### config.mk
export PLATFORM = sky130hd
export DESIGN_NAME = display_controller
export DESIGN_NICKNAME = d
export VERILOG_FILES = /design/src/rtl/display_controller.sv
export SDC_FILE = /design/constraint.sdc
export NUM_CORES = 1
export LEC_CHECK = 0
export CAP_MARGIN = 20
export CORE_UTILIZATION = 55
export CTS_CLUSTER_SIZE = 40
export DETAILED_ROUTE_END_ITERATION = 6
export PLACE_DENSITY = 0.8
export SLEW_MARGIN = 20
export SYNTH_ARGS = -nofsm -noshare
export SYNTH_HDL_FRONTEND = slang
export SYNTH_SLANG_ARGS = --single-unit
### constraint.sdc
create_clock -name clk -period 2.15 [get_ports clk]
set_input_delay 0.3225 -clock clk [delete_from_list [all_inputs] [get_ports clk]]
set_output_delay 0.3225 -clock clk [all_outputs]
set_load 0.005 [all_outputs]
### src/rtl/display_controller.sv
// -----------------------------------------------------------------------------
// display_controller
//
// Time-multiplexed driver for an eight-digit hex display. A refresh divider
// selects one digit slot at a time. The digit index, its nibble and the anode
// pattern are produced from registered state. New data is held in a pending
// register and moved into the display register only at a frame boundary, so
// a single frame never shows a mix of old and new data.
//
// Parameters
//   REFRESH_DIV  clk cycles per digit slot (2 .. 2**20)
//
// Ports
//   clk          system clock, rising edge
//   reset_n      asynchronous active-low reset
//   data[31:0]   eight nibbles; nibble k drives digit k
//   load         one-cycle strobe capturing data
//   digit_en[7:0] per-digit enable (0 = dark)
//   lz_suppress  blank leading-zero digits
//   hex[3:0]     nibble of the current digit
//   blank        current digit is dark
//   AN[7:0]      active-low anode drive, at most one bit low
//   digit_sel[2:0] current digit index
//   frame_tick   one-cycle pulse after each frame wrap
// -----------------------------------------------------------------------------
module display_controller #(
  parameter int REFRESH_DIV = 100000
) (
  input  logic        clk,
  input  logic        reset_n,
  input  logic [31:0] data,
  input  logic        load,
  input  logic [7:0]  digit_en,
  input  logic        lz_suppress,
  output logic [3:0]  hex,
  output logic        blank,
  output logic [7:0]  AN,
  output logic [2:0]  digit_sel,
  output logic        frame_tick
);

  localparam int CW = (REFRESH_DIV > 2) ? $clog2(REFRESH_DIV) : 1;
  localparam logic [CW-1:0] CNT_LAST = CW'(REFRESH_DIV - 1);

  logic [CW-1:0] cnt_reg;
  logic [2:0]    idx_reg;
  logic [31:0]   disp_reg;
  logic [31:0]   pend_reg;
  logic          pend_valid_reg;
  logic          frame_tick_reg;

  logic          slot_tick;
  logic          frame_edge;
  logic [7:0]    upper_zero;
  logic          lz_blank;

  assign slot_tick  = (cnt_reg == CNT_LAST);
  assign frame_edge = slot_tick && (idx_reg == 3'd7);

  // Refresh divider and digit index.
  always_ff @(posedge clk or negedge reset_n) begin
    if (!reset_n) begin
      cnt_reg <= '0;
      idx_reg <= '0;
    end else if (slot_tick) begin
      cnt_reg <= '0;
      idx_reg <= idx_reg + 3'd1;
    end else begin
      cnt_reg <= cnt_reg + CW'(1);
    end
  end

  // Double-buffered data path. A load landing on the boundary cycle itself
  // goes straight to the display and makes any older pending value stale.
  always_ff @(posedge clk or negedge reset_n) begin
    if (!reset_n) begin
      disp_reg       <= '0;
      pend_reg       <= '0;
      pend_valid_reg <= 1'b0;
      frame_tick_reg <= 1'b0;
    end else begin
      frame_tick_reg <= frame_edge;
      if (frame_edge) begin
        if (load) begin
          disp_reg <= data;
        end else if (pend_valid_reg) begin
          disp_reg <= pend_reg;
        end
        pend_valid_reg <= 1'b0;
      end else if (load) begin
        pend_reg       <= data;
        pend_valid_reg <= 1'b1;
      end
    end
  end

  // upper_zero[k]: display nibbles k..7 are all zero.
  generate
    for (genvar gi = 0; gi < 8; gi++) begin : g_upper_zero
      assign upper_zero[gi] = (disp_reg[31:4*gi] == '0);
    end
  endgenerate

  // Digit 0 is always shown so a zero value still displays "0".
  assign lz_blank = lz_suppress && (idx_reg != 3'd0) && upper_zero[idx_reg];

  assign hex        = disp_reg[{idx_reg, 2'b00} +: 4];
  assign digit_sel  = idx_reg;
  assign blank      = ~digit_en[idx_reg] | lz_blank;
  assign AN         = blank ? 8'hFF : ~(8'h01 << idx_reg);
  assign frame_tick = frame_tick_reg;

endmodule

==> results_dict.tcl <==
set metrics [dict create \
    status "finished with violations" \
    violations "setup timing" \
    grt_pass1_vias 3473 \
    fin_nets 511 \
    routabilityCongestion 0.832 \
    tightestPinTransition_ps 516 \
    synth_top_cell_area_share_pct 49.7 \
    tritoncts "yes" \
    firstDrtPassIters 4 \
    worst_slack_ps -323 \
    syn_avg_cell_area_sq_um 13.4 \
    area_growth_pct 40.5 \
    final_util_pct 79.2 \
    insertion_delay_ps 360 \
    synth.net_count 375 \
    synth_area_leaders "dfrtp_1, mux2_2, mux4_2" \
    total_power_mw 3.42 \
    grt_pass1_wl_microns 17400 \
    numCtsBuffers 9 \
    cts.clk_slew.worst_paths_ps 80 \
    max_cap_violations 0 \
    ant_nets 0 \
    placed_area_sq_um 5490 \
    drtIter0Drc 236 \
    initial_core_util_pct 56.4 \
    leakage_nw 2.68 \
    grt_usage_pct 27.8 \
    min_period_over_period_pct 115 \
    io_pins 61 \
    dp_hpwl_microns 6820 \
    ys_warn_count 0 \
    fin_tns_setup_ps -2210 \
    antenna_found_initial 0 \
    drt-vias-per-instance 5.70 \
    ys_ff_latch 86 \
    drc 0 \
    yosysTopAreaCell "dfrtp_1" \
    p_per_area_nw_per_um2 561 \
    vias 3228 \
    crit_path_cell_trace "nor4_4 > buf_4 > o2111ai_4 > a31o_4 > buf_6 > o211ai_1 > buf_2" \
    die_h_microns 90.8 \
    worst_path_max_delay_cell "dfrtp_1" \
    syn_inst 324 \
    setup_violations 11 \
    layout-drive-gt1-share_pct 51.9 \
    synth_area_sq_um 4330 \
    final_area_sq_um 6090 \
    max_freq_mhz 404 \
    grt_overflow_total 0 \
    ctsHtreeMaxLevel 3 \
    reg2reg_from "digit_sel[0]" \
    placeableCoreArea_sq_um 7690 \
    slew_viol_final 0 \
    hold_class "input port to asynchronous set/reset pin" \
    end_kind "primary output" \
    start_kind "flip-flop" \
    cts_root_buffer "clkbuf_8" \
    n_antenna_cell 0 \
    dpl_worst_slack_ps -408 \
    dp.cells 528 \
    max_slew_margin_pct 65.6 \
    cp.required_ps 1830 \
    finClkSkew_ps 6.39 \
    die_w_microns 90.8 \
    stdcell_count 566 \
    row_count 32 \
    ys_seq_area_share_pct 49.7 \
    critPathMaxStageDelay_ps 420 \
    period_needed_ps 2470 \
    rsz0062_at_grt "true" \
    startpoint "disp_reg[25]" \
    holdWs_ps 471 \
    die_area_sq_um 8240 \
    criticalPathCategory "flip-flop to primary output" \
    cts.sinks 86 \
    clk_path_buf_depth 2 \
    io_buffers 60 \
    wirelength_microns 11300 \
    arrival_ps 2150 \
    peakVddDrop_v 0.000490 \
    grt_max_degree 38 \
    cp_max_fo 5 \
    wire_per_inst_microns 20.0 \
    hold_violations 0 \
    ys_types 38 \
]
metal layers:
layer	vias to the layer above	share of wire, %	track usage (%)	wire length [microns]
li1	1466	-	-	-
met1	1622	41	35.1	4630
met2	118	51	46.5	5750
met3	22	5.5	6.14	620
met4	0	2.8	11.4	313
met5	-	0	0	0
cells in the final DEF, fill, tap and decap left out, types with 3 or more instances in the layout:
cell             netlist  layout
mux2_2                92      91
dfrtp_1               86      83
buf_4                  3      62
clkdlybuf4s50_1        0      46
nor2_1                13      13
nand2_1               17      12
buf_2                  2      11
mux4_2                10      10
buf_12                 0      10
xnor2_1                9       9
clkbuf_8               0       9
nand3_1                7       6
nor3_1                 6       6
xor2_1                 6       6
inv_1                  6       5
nand4_1                5       5
nand2_2                1       5
mux2_1                 5       5
buf_6                  3       5
nor4_1                 7       4
ha_1                   7       4
o211ai_1               3       3
and3_1                 3       3
ha_4                   0       3
dfrtp_2                0       3
final timing paths:
check                                to  slack (ps)  cells past startpoint
min in group clk           pend_reg[13]         510                      1
min reg2reg                pend_reg[13]         510                      1
max                               AN[2]        -320                      7
max reg2reg                pend_reg[30]          30                      9
min                          cnt_reg[4]         470                      2
max in group asynchronous   disp_reg[8]        1060                      3
Yosys cell counts, drive strengths merged:
cell type	count
nor2	13
nor3	6
o21ai	3
o2111ai	1
o31ai	1
nor4	8
nor4b	1
a22oi	1
a31o	1
and3	3
dfrtp	86
mux4	10
buf	8
inv	6
o22ai	1
o221ai	2
xnor2	9
nand2	18
nor2b	1
and2	3
and4	1
o211ai	3
ha	7
a41oi	1
clkbuf	8
and4b	1
mux2	97
nand3	8
mux2i	2
nand4	5
xor2	6
or4	3
final cells by class:
| type | count | area [sq um] |
|---|---|---|
| clock buffer | 11 | 131 |
| clock inverter | 4 | 72.6 |
| fill | 426 | 1600 |
| inverter | 6 | 22.5 |
| multi-input combinational | 216 | 2240 |
| sequential | 86 | 2160 |
| tap | 102 | 128 |
| timing repair buffer | 141 | 1340 |
cell families after synthesis:
kind of cell	synth area share (%)
DFF	49.7
xor gates and xnor gates	3.03
muxes	30.9
and+or+nand+nor	9.01
AOI/OAI and AO/OA	2.68
buffers and inverters	2.74
adders and majority gates	2.02
repair_timing:
| item | CTS | global route |
|---|---|---|
| cloned | 2 | 1 |
| hold buffers | 1 | 0 |
| gates resized for setup | 71 | 24 |
| endpoints found under the hold margin | 35 | 0 |
| buffers inserted | 10 | 11 |
| pin swaps | 13 | 13 |
| setup endpoints to repair | 77 | 77 |
report_power, final:
group	internal, mW	total (mW)	switching (mW)
Sequential	1.70	1.75	0.0466
Combinational	0.288	0.465	0.178
Clock	0.647	1.21	0.562
critical path: cells and delay by family (launching register included):
kind	cells	cell delay (ps)
AO/OA/AOI/OAI	3	540
flip-flops	1	420
buffers and inverters	3	480
AND/OR/NAND/NOR	1	360
(Power assumes the default switching activity.)
